===== config.mk =====
export PLATFORM = sky130hd
export DESIGN_NAME = ripple_adder
export DESIGN_NICKNAME = d
export VERILOG_FILES = /design/src/rtl/ripple_adder_pkg.sv /design/src/rtl/full_adder.sv /design/src/rtl/ripple_adder.sv
export SDC_FILE = /design/constraint.sdc
export NUM_CORES = 1
export LEC_CHECK = 0
export ABC_AREA = 1
export CAP_MARGIN = 40
export CORE_AREA = 2 2 39 41
export DETAILED_ROUTE_END_ITERATION = 12
export DIE_AREA = 0 0 41 43
export PLACE_DENSITY = 0.62
export SYNTH_ARGS = -nofsm -noshare
export SYNTH_HDL_FRONTEND = slang
export SYNTH_SLANG_ARGS = --single-unit

===== constraint.sdc =====
create_clock -name clk -period 2.5 [get_ports clk]
set_input_delay 0.375 -clock clk [delete_from_list [all_inputs] [get_ports clk]]
set_output_delay 0.375 -clock clk [all_outputs]
set_load 0.02 [all_outputs]

===== src/rtl/ripple_adder_pkg.sv =====
// ----------------------------------------------------------------------------
// ripple_adder_pkg
//
// Shared definitions for the ripple-carry adder and its users.
//   RIPPLE_ADDER_DEFAULT_WIDTH : default operand / sum width
//   ripple_adder_ext_t         : {cout, sum} extended result at the default
//                                width, handy for reference arithmetic
// ----------------------------------------------------------------------------
package ripple_adder_pkg;

    localparam int RIPPLE_ADDER_DEFAULT_WIDTH = 4;

    typedef logic [RIPPLE_ADDER_DEFAULT_WIDTH:0] ripple_adder_ext_t;

endpackage : ripple_adder_pkg


===== src/rtl/full_adder.sv =====
// ----------------------------------------------------------------------------
// full_adder
//
// Single-bit combinational full adder, the cell the ripple chain is built of.
// Ports:
//   a, b : operand bits
//   ci   : carry in
//   s    : sum bit      = a ^ b ^ ci
//   co   : carry out    = majority(a, b, ci)
// ----------------------------------------------------------------------------
module full_adder (
    input  logic a,
    input  logic b,
    input  logic ci,
    output logic s,
    output logic co
);

    assign s  = a ^ b ^ ci;
    assign co = (a & b) | (a & ci) | (b & ci);

endmodule : full_adder


===== src/rtl/ripple_adder.sv =====
// ----------------------------------------------------------------------------
// ripple_adder
//
// Parameterised ripple-carry adder with a combinational result and a
// registered copy one clock later. The carry chain is an explicit string of
// full_adder cells so the ripple structure survives synthesis.
//
// Parameters:
//   WIDTH  : operand / sum width (>= 1)
//
// Ports:
//   clk    : rising-edge clock for the output register stage
//   rst_n  : asynchronous active-low reset (clears registered outputs only)
//   a, b   : operands (unsigned or two's complement)
//   cin    : carry into bit 0
//   s      : combinational sum, (a + b + cin) mod 2^WIDTH
//   cout   : combinational carry out of bit WIDTH-1
//   s_q    : registered s
//   cout_q : registered cout
//   ovf    : combinational signed overflow   (RIPPLE_ADDER_OVF_EN only)
//   ovf_q  : registered ovf                  (RIPPLE_ADDER_OVF_EN only)
//
// Build option:
//   RIPPLE_ADDER_OVF_EN : when defined, adds the ovf / ovf_q ports and logic.
// ----------------------------------------------------------------------------
module ripple_adder
    import ripple_adder_pkg::*;
#(
    parameter int WIDTH = RIPPLE_ADDER_DEFAULT_WIDTH
) (
    input  logic             clk,
    input  logic             rst_n,
    input  logic [WIDTH-1:0] a,
    input  logic [WIDTH-1:0] b,
    input  logic             cin,
    output logic [WIDTH-1:0] s,
    output logic             cout,
    output logic [WIDTH-1:0] s_q,
    output logic             cout_q
`ifdef RIPPLE_ADDER_OVF_EN
    ,
    output logic             ovf,
    output logic             ovf_q
`endif
);

    // c[i] is the carry into bit i; c[WIDTH] is the carry out of the MSB.
    logic [WIDTH:0] c;

    assign c[0] = cin;

    for (genvar gi = 0; gi < WIDTH; gi++) begin : g_fa
        full_adder u_fa (
            .a  (a[gi]),
            .b  (b[gi]),
            .ci (c[gi]),
            .s  (s[gi]),
            .co (c[gi+1])
        );
    end

    assign cout = c[WIDTH];

    // Next-state values of the register stage: a straight copy of the
    // combinational result, captured every edge (no enable).
    logic [WIDTH-1:0] s_d;
    logic             cout_d;

    assign s_d    = s;
    assign cout_d = cout;

`ifdef RIPPLE_ADDER_OVF_EN
    // Signed overflow: carry into the sign bit differs from carry out of it.
    // With WIDTH == 1 the carry into the sign bit is cin itself.
    logic ovf_d;

    assign ovf   = c[WIDTH] ^ c[WIDTH-1];
    assign ovf_d = ovf;
`endif

    always_ff @(posedge clk or negedge rst_n) begin
        if (!rst_n) begin
            s_q    <= '0;
            cout_q <= 1'b0;
`ifdef RIPPLE_ADDER_OVF_EN
            ovf_q  <= 1'b0;
`endif
        end else begin
            s_q    <= s_d;
            cout_q <= cout_d;
`ifdef RIPPLE_ADDER_OVF_EN
            ovf_q  <= ovf_d;
`endif
        end
    end

endmodule : ripple_adder


Word-level counts from Yosys, hierarchy flattened
Index checks and enable logic that the tools add are counted.
Widths: inputs -> output; s select.
{ "totals": {"reg_bits": 5, "in_bits": 11, "out_inout_bits": 10, "elab_cells": 30} }
{ "classes": {"bitwise_logic": 28} }
{ "op_table": {"columns": ["operator", "count"], "rows": [
  ["$and 1x1->1", 12],
  ["$or 1x1->1", 8],
  ["$xor 1x1->1", 8]
]} }

Logic depth before layout (Yosys ltp)
Gate-level depths: netlist of run 1.
{ "logic_depth": {"depth_word": 12, "ltp_mapped": 9, "ltp_nobuf": 8} }

Hierarchy
A second synthesis of run 1 with hierarchy kept.
{ "hier_totals": {"cells_unflattened": 9, "hier_area_um2": 205.2} }
{ "by_module_without_submodules": {"columns": ["module", "n_inst", "cells_each", "area_per_inst_um2", "seq_area_each_um2"], "rows": [
  ["ripple_adder", 1, 5, 125.1, 125.1],
  ["full_adder", 4, 1, 20.0, 0.0]
]} }

Least setup slack after synthesis of run 1
OpenSTA, ideal clock, no wires.
{ "synth_timing": {"path_type": "in2out", "startpoint": "input a[0]", "endpoint": "output s[3]", "arrival_time_ns": 2.016, "required_ns": 2.125, "path_slack_ns": 0.109, "stages": 9, "path_buffers": 1, "path_cell_list": "inv_1 -> fa_1 -> inv_1 -> fa_1 -> fa_1 -> inv_1 -> fa_1 -> inv_1 -> buf_4"} }
{ "synth_via": {"elab_chain_cells": 10, "elab_cells_between_ends": 13, "cone_classes": "13 x bitwise"} }
{ "synth_lines": {"columns": ["element", "line", "text"], "rows": [
  ["start: declaration", "ripple_adder.sv:33", "input logic [WIDTH-1:0] a,"],
  ["$and 1x1->1", "full_adder.sv:20", "assign co = (a & b) | (a & ci) | (b & ci);"],
  ["$or 1x1->1 * (2 in series)", "full_adder.sv:20", null],
  ["$and 1x1->1", "full_adder.sv:20", null],
  ["$or 1x1->1", "full_adder.sv:20", null],
  ["$or 1x1->1 *", "full_adder.sv:20", null],
  ["$and 1x1->1", "full_adder.sv:20", null],
  ["$or 1x1->1", "full_adder.sv:20", null],
  ["$or 1x1->1 *", "full_adder.sv:20", null],
  ["$xor 1x1->1 *", "full_adder.sv:19", "assign s = a ^ b ^ ci;"],
  ["end: declaration", "ripple_adder.sv:36", "output logic [WIDTH-1:0] s,"]
]} }
Every way passes the cells marked *; elsewhere a longest branch is shown, timed or not.

Final worst setup path of run 1
{ "layout_timing": {"startpoint": "input b[0]", "endpoint": "output s[3]"} }
{ "layout_via": {"elab_chain_cells": 10, "elab_cells_between_ends": 13, "cone_classes": "13 x bitwise"} }
{ "layout_lines": {"columns": ["element", "line", "text"], "rows": [
  ["start: declaration", "ripple_adder.sv:34", "input logic [WIDTH-1:0] b,"],
  ["$and 1x1->1", "full_adder.sv:20", null],
  ["$or 1x1->1", "full_adder.sv:20", null],
  ["$or 1x1->1 *", "full_adder.sv:20", null],
  ["$and 1x1->1", "full_adder.sv:20", null],
  ["$or 1x1->1", "full_adder.sv:20", null],
  ["$or 1x1->1 *", "full_adder.sv:20", null],
  ["$and 1x1->1", "full_adder.sv:20", null],
  ["$or 1x1->1", "full_adder.sv:20", null],
  ["$or 1x1->1 *", "full_adder.sv:20", null],
  ["$xor 1x1->1 *", "full_adder.sv:19", null]
]} }
Marks and branches as above.

==> results.ini, run 1 <==
[flow_run]
drv_cap=0

[outcome]
outcome=finished, final reports clean

[timing]
period_needed_ns=2.433
max_slew.worst_pin.slew_ns=0.2167
drv_slew=0
slew_headroom_pct=85.51
rsz0062_at_grt=no
fin_ws_ns=0.06743
max_freq_mhz=411.1
setup-violations-final=0
fin_crit_sh_pct=97.30
hold_violations=0
tns_ns=0

[layout]
area_growth_pct=98.16
fill_cells=157
seq_area_um2=125.1
layout.nets=65
drive_gt1_share_pct=46.94
n_antenna_cell=0
multi_input_area_um2=87.58

[logic_synthesis]
synthCells=23
synth_nets=38
synthAdderAreaFrac_pct=29.36
yosysWarnings=0
syn_area_per_cell_um2=11.86
yosys.area.top_type=dfrtp_1
syn_area_um2=272.8
synth_seq_area_share_pct=45.87
synth_compound_area_share_pct=0
synth.area.mux_share_pct=0
synth_seq_cells=5
synth-xor-area-share_pct=0
synth_top_area_share_pct=45.87
synth_cell_types=4
synth_top_family_by_area=adder cells
synth-simple-area-share_pct=0
ys_top_cells_by_area=dfrtp_1 (46%), fa_1 (29%), inv_1 (14%), buf_4 (11%)

[route]
avgViaCountPerCell=3.262
wl_per_cell_um=6.600
drt_wl_total_um=429
firstDrtPassIters=1
vias=212
drc=0
drtIter0Drc=0
drtAntennaViolNets=0

[pwr]
ir_drop_uv=188.0
total_leakage_power_nw=0.2667
power_density_nw_per_um2=624.4
p_total_w=0.0003375

[critical_path]
cp_num_buf_inv=6
cpLargestDelayFamily=adder cells
crit_chain=buf_6 > inv_2 > fa_2 > inv_2 > fa_2 > fa_2 > inv_2 > fa_1 > inv_2 > buf_6
worst-setup-path-type=input port to output port
cpMostUsedCell=inv_2
arrival_ns=2.06
cp_slowest_stage_delay_ns=0.41
endpoint_kind=output port
cp-start-kind=input port
slowest_stage=fa_1
required_ns=2.12
crit_path_max_fanout=2

[hold_path]
holdCritPathClass=input port to async pin

[placed_design]
numPortBuffers=20
globalplace.congestion=0.5118
dpl.hpwl_um=377.1
pre_cts_ws_ns=-0.8436

[floorplanning]
start_util_pct=19.71
die_area_um2=1763
core_um2=1384
dieHeight_um=43
dieWidth_um=41
num_rows=14
ios=21

[clocking]
cts_root_buf=clkbuf_4
clockBufferDepth=2
cts_made_buffers=3
cts_tree=built
cts.reportedPaths.clkPinSlew_ns=0.04
htree_levels=1
cts_sinks=5

[global_routing]
grt_max_degree=6
grt_pass1_vias=227
antenna_found_initial=0
grt-ovfl-total=0
grt_pass1_wl_um=786
grt_usage_pct=6.904

-- stage by stage --
step	util (%)	hold slack, ns	area, um2	cells
after CTS	38.61	0.3469	534.3	65
after detailed placement	35.08	0.6059	485.5	58
after global routing	39.06	0.3743	540.5	65
after floorplan	-	0.07941	272.8	23
after global placement	35.08	0.5989	485.5	58
final	39.06	0.3537	540.5	65
-- per-layer routing --
metal / share of wire, % / vias up / GRT usage (%)
li1: - / 106 / -
met1: 26 / 94 / 6.333
met2: 60 / 12 / 10.00
met3: 14 / 0 / 1.047
met4: 0 / 0 / 10.00
met5: 0 / - / 0
-- what timing repair did --
item                       4_1_cts  5_1_grt
hold buffers                     0        0
gates resized for setup         34        1
pin swaps                        4        4
buffers inserted                 3        0
setup endpoints to repair        4        1
cloned                           0        0
-- cell families after synthesis --
| group | after synthesis |
|---|---|
| buffers and inverters | 14 |
| flip-flops | 5 |
| adder cells (fa/ha/maj) | 4 |
-- flip-flops by register name, summed over array words and instances (netlist names) --
signal,flops
cout_q,1
s_q,4
-- worst paths after layout --
check / from / to / slack [ns] / cells after the start
hold / removal: rst_n / s_q[3] / 0.35 / 1
min in group clk: a[0] / s_q[0] / 0.54 / 4
setup / recovery: b[0] / s[3] / 0.07 / 10
max in group asynchronous: rst_n / s_q[0] / 1.97 / 1
-- final cells by class --
class / count / share of cell area (%)
Inverter: 10 / 7.407
Sequential cell: 5 / 23.15
Clock buffer: 4 / 4.861
Tap cell: 16 / 3.704
Multi-Input combinational cell: 4 / 16.20
Timing Repair Buffer: 26 / 44.68
-- synthesized netlist by cell type --
cell type	n
dfrtp_1	5
fa_1	4
inv_1	10
buf_4	4
-- power by group --
group | switching, W | internal [W]
clock network | 0.0000289 | 0.0000601
logic | 0.0000668 | 0.0000846
registers | 0.00000283 | 0.0000943
-- cells in the final DEF, fill, tap and decap left out --
master            n
buf_4             6
inv_4             1
dlygate4sd2_1     3
inv_1             4
dfrtp_1           5
clkbuf_1          1
clkdlybuf4s50_1  12
fa_2              3
clkbuf_4          3
fa_1              1
buf_2             1
buf_6             4
inv_2             5
(Power assumes the default switching activity.)
==> inputs of run 2 (changes only) <==
CORE_AREA = 3 3 40 42   (was 2 2 39 41)
DIE_AREA = 0 0 43 45   (was 0 0 41 43)
==> run 2 against run 1 <==
- non-clock buffer count increased by 1
- sequential power about the same
- maximum frequency decreased by 0.71%
- highest routed layer unchanged
- clock-buffer cell count unchanged
- wire length increased by 35%
- critical path depth unchanged
- largest power group unchanged
- worst setup slack got worse by 0.017 ns
- first-iteration DRC count increased by 1
- hold slack improved by 0.0079 ns
==> results.ini, run 2 (synthesized netlist as in run 1, its figures left out) <==
[outcome]
outcome=finished, final reports clean

[global_routing]
grt_usage_pct=6.824  ; -0.080 points
grt_pass1_wl_um=890  ; +13%
antenna_found_initial=0  ; unchanged
grt_pass1_vias=241  ; +6.2%
grt_max_degree=6  ; unchanged
grt-ovfl-total=0  ; unchanged

[route]
vias=231  ; +9.0%
wl_per_cell_um=8.892  ; +35%
drc=0  ; unchanged
drtIter0Drc=1  ; +1
avgViaCountPerCell=3.554  ; +9.0%
firstDrtPassIters=2  ; +1
drtAntennaViolNets=0  ; unchanged
drt_wl_total_um=578  ; +35%

[layout]
reg_top3=s_q x4, cout_q x1
largest-register=s_q
area_growth_pct=101.4
layout_commonest_cell=clkdlybuf4s50_1
multi_input_area_um2=87.58  ; unchanged
final_cell_mix=clkdlybuf4s50_1 (12), buf_4 (7), dfrtp_1 (5)
layout.nets=66  ; +1.5%
n_antenna_cell=0  ; unchanged
final_area_um2=549.3  ; +1.6%
seq_area_um2=125.1  ; unchanged
fill_cells=137  ; -13%
largest_register_ffs=4  ; unchanged
fin_util_pct=42.75  ; +3.7 points
drive_gt1_share_pct=48.00  ; +1.1 points

[floorplanning]
ios=21  ; unchanged
start_util_pct=21.23  ; +1.5 points
num_rows=13  ; -1
dieWidth_um=43  ; +4.9%
dieHeight_um=45  ; +4.7%
core_um2=1285  ; -7.1%
die_area_um2=1935  ; +9.8%

[timing]
slew_headroom_pct=84.99  ; -0.52 points
fin_ws_ns=0.05015  ; -0.01728 ns
drv_slew=0  ; unchanged
tns_ns=0  ; unchanged
rsz0062_at_grt=yes
whs_ns=0.3616  ; +0.007861 ns
max_freq_mhz=408.2  ; -0.71%
period_needed_ns=2.450  ; +0.01728 ns
hold_violations=0  ; unchanged
max_slew.worst_pin.slew_ns=0.2245  ; +0.007775 ns
setup-violations-final=0  ; unchanged
fin_crit_sh_pct=97.99  ; +0.69 points

[clocking]
hold_buffers=0  ; unchanged
cts_root_buf=clkbuf_4
cts.reportedPaths.clkPinSlew_ns=0.04  ; about the same
clockBufferDepth=2  ; unchanged
cts_tree=built
cts_sinks=5  ; unchanged
htree_levels=1  ; unchanged
cts_made_buffers=3  ; unchanged

[hold_path]
holdCritPathClass=input port to async pin

[critical_path]
cp_slowest_stage_delay_ns=0.41  ; about the same
arrival_ns=2.07  ; about the same
cpLargestDelayFamily=adder cells
cp_num_buf_inv=6  ; unchanged
cp-start-kind=input port
crit_path_max_fanout=2  ; unchanged
required_ns=2.12  ; about the same
worst-setup-path-type=input port to output port
endpoint_kind=output port
slowest_stage=fa_1
crit_chain=buf_6 > inv_4 > fa_2 > inv_2 > fa_2 > fa_2 > inv_2 > fa_1 > inv_2 > buf_6

[placed_design]
globalplace.congestion=0.5344  ; +4.4%
place_area_um2=484.2  ; -0.26%
pre_cts_ws_ns=-0.9167  ; -0.07315 ns
numPortBuffers=20  ; unchanged

[pwr]
ir_drop_uv=178.4  ; -5.1%
power_density_nw_per_um2=629.0  ; +0.74%
total_leakage_power_nw=0.2717  ; +1.9%

[flow_run]
drv_cap=0  ; unchanged

==> run 2: cell count changes in the layout (fill, tap and decap cells not counted) <==
| cell | delta |
|---|---|
| buf_4 | +1 |
| inv_2 | -1 |
| inv_4 | +1 |
==> run 2: area by class of cell <==
cell class	count	share of cell area, %
flip-flops and latches	5	22.78
well taps	15	3.417
multi-input cells	4	15.95
repair buffers	27	45.33
clock buffers	4	4.784
inverters	10	7.745
==> run 2: power by group <==
part,switching [W],internal (W),total [W]
clock network,0.0000281,0.0000600,0.0000881
registers,0.00000274,0.0000943,0.0000971
logic,0.0000709,0.0000894,0.000160
==> run 2: stage by stage <==
stage / power (W) / cells
after floorplan: 0.0001690 / 23
after global placement: 0.0002365 / 57
after detailed placement: 0.0002409 / 57
after CTS: 0.0003478 / 64
after global routing: 0.0003663 / 65
final: 0.0003455 / 65
==> run 2: worst max path at each step <==
stage                     from   end  slack [ns]  cells past startpoint
final                     a[0]  s[3]        0.05                     10
after global routing      a[0]  s[3]       -0.02                     10
after CTS                  cin  s[3]       -0.03                     10
after detailed placement  a[0]  s[3]       -0.92                     10
after global placement    a[0]  s[3]       -0.83                     10
after floorplan           a[0]  s[3]        0.11                      9
==> run 2: routing by layer <==
layer	vias to the layer above	global-route usage (%)	routed length, um
met5	-	0	0
met2	13	12.87	386
met1	110	5.237	126
li1	108	-	-
met4	0	9.036	0
met3	0	0.7968	65
==> run 2: repair_timing <==
item / CTS / global route
setup endpoints to repair: 4 / 1
pin swaps: 4 / 4
resized for setup: 37 / 1
buffers inserted: 3 / 1
==> inputs of run 3 (changes only) <==
PLACE_DENSITY = unset   (was 0.62)
PLACE_DENSITY_LB_ADDON = 0.15   (was unset)
==> run 3 against run 2 <==
- total power decreased by 5.9%
- largest power group unchanged
- wire length decreased by 1.9%
- critical endpoint unchanged
- hold slack got worse by 0.0090 ns
- clock power increased by 3.2%
- sequential share of layout area increased by 1.6 points
- final cell count decreased by 7.7%
- first-iteration DRC count decreased by 100%
- via count decreased by 12%
==> results.ini, run 3 (synthesized netlist as in run 1, its figures left out) <==
[layout]
final_cell_mix=clkdlybuf4s50_1 (12), dfrtp_1 (5), inv_1 (4), buf_6 (4)
n_antenna_cell=0  ; unchanged
largest-register=s_q
largest_register_ffs=4  ; unchanged
layout_commonest_cell=clkdlybuf4s50_1
reg_top3=s_q x4, cout_q x1
drive_gt1_share_pct=42.22  ; -5.8 points
area_growth_pct=88.53
final_area_um2=514.2  ; -6.4%
layout.nets=61  ; -7.6%

[pwr]
total_leakage_power_nw=0.2479  ; -8.8%
power_density_nw_per_um2=632.4  ; +0.54%
ir_drop_uv=158.4  ; -11%

[route]
top_layer=met3
avgViaCountPerCell=3.400  ; -4.3%
drtAntennaViolNets=0  ; unchanged
wl_met3_um=47  ; -28%
wl_per_cell_um=9.450  ; +6.3%
drt_wl_total_um=567  ; -1.9%
m1WireLength_um=138  ; +9.5%
firstDrtPassIters=1  ; -1
drc=0  ; unchanged
drtIter0Drc=0  ; -1
dr_wl_met2_um=380  ; -1.6%
vias=204  ; -12%

[timing]
drv_slew=0  ; unchanged
slew_headroom_pct=85.22  ; +0.23 points
fin_crit_sh_pct=97.87  ; -0.13 points
fin_ws_ns=0.05331  ; +0.003161 ns
max_slew.worst_pin.slew_ns=0.2211  ; -0.003456 ns
period_needed_ns=2.447  ; -0.003161 ns
max_freq_mhz=408.7  ; +0.13%
rsz0062_at_grt=yes
hold_violations=0  ; unchanged
tns_ns=0  ; unchanged
setup-violations-final=0  ; unchanged

[placed_design]
dpl.hpwl_um=446.2
place_area_um2=469.2  ; -3.1%
numPortBuffers=20  ; unchanged
pre_cts_ws_ns=-0.8573  ; +0.05945 ns
globalplace.congestion=0.5393  ; +0.92%

[floorplanning]
die_area_um2=1935  ; unchanged
core_um2=1285  ; unchanged
start_util_pct=21.23  ; unchanged
dieHeight_um=45  ; unchanged
dieWidth_um=43  ; unchanged
ios=21  ; unchanged
num_rows=13  ; unchanged

[clocking]
cts_tree=built
htree_levels=1  ; unchanged
cts_root_buf=clkbuf_4
cts.reportedPaths.clkPinSlew_ns=0.04  ; about the same
clockBufferDepth=2  ; unchanged
hold_buffers=0  ; unchanged
cts_sinks=5  ; unchanged
cts_made_buffers=3  ; unchanged

[global_routing]
grt-ovfl-total=0  ; unchanged
grt_max_degree=6  ; unchanged
grt_pass1_vias=226  ; -6.2%
grt_usage_pct=6.661  ; -0.16 points
grt_pass1_wl_um=841  ; -5.5%
antenna_found_initial=0  ; unchanged

[critical_path]
cp_num_buf_inv=6  ; unchanged
crit_path_max_fanout=2  ; unchanged
cp_slowest_stage_delay_ns=0.41  ; about the same
worst-setup-path-type=input port to output port
arrival_ns=2.07  ; about the same
slowest_stage=fa_1
required_ns=2.12  ; about the same
crit_chain=buf_6 > inv_4 > fa_2 > inv_2 > fa_2 > fa_2 > inv_2 > fa_1 > inv_2 > buf_6
cp-start-kind=input port
cpLargestDelayFamily=adder cells
endpoint_kind=output port

[outcome]
outcome=finished, final reports clean

[flow_run]
drv_cap=0  ; unchanged

[hold_path]
holdCritPathClass=input port to async pin

==> run 3: cell types whose count changed in the layout (fill, tap and decap cells not counted) <==
cell,change
buf_4,-5
inv_2,-1
inv_4,+1
==> run 3: worst paths after layout <==
kind                       start     end  slack (ns)  depth (start not counted)
worst max-delay path        a[0]    s[3]        0.05                         10
min in group clk             cin  s_q[0]        0.55                          4
max in group asynchronous  rst_n  cout_q        1.97                          1
worst min-delay path       rst_n  s_q[1]        0.35                          1
==> run 3: final cells by class <==
| cell class | instances | area (um2) |
|---|---|---|
| multi-input combinational | 4 | 87.58 |
| timing repair buffer | 22 | 211.5 |
| clock buffer | 4 | 26.28 |
| sequential | 5 | 125.1 |
| inverter | 10 | 45.04 |
| tap | 15 | 18.77 |
| fill | 123 | 770.7 |
==> run 3: per-layer routing <==
| metal | GRT usage (%) | up-vias |
|---|---|---|
| li1 | - | 99 |
| met1 | 4.750 | 95 |
| met2 | 12.28 | 10 |
| met3 | 0.3984 | 0 |
| met4 | 10.84 | 0 |
| met5 | 0 | - |
==> run 3: repair_timing <==
item,in CTS,in global routing
resized for setup,37,1
pin swaps,4,4
endpoints found under the setup margin,4,1
endpoints found under the hold margin,0,0
setup buffers,1,0
==> run 3: where the power goes <==
part	total, W	leakage [nW]	switching (W)	internal [W]
combinational	0.000137	0.175	0.0000663	0.0000709
clock	0.0000909	0.0150	0.0000307	0.0000602
sequential	0.0000972	0.0583	0.00000289	0.0000943
==> run 3: per-stage QoR <==
step                hold WS [ns]  total power [W]  util [%]  cells
global route              0.3752        0.0003433     40.02     60
floorplan                0.07941        0.0001690         -     23
global placement          0.6039        0.0002280     36.51     55
finish                    0.3526        0.0003252     40.02     60
CTS                       0.3466        0.0003307     39.82     60
detailed placement        0.6035        0.0002292     36.51     55
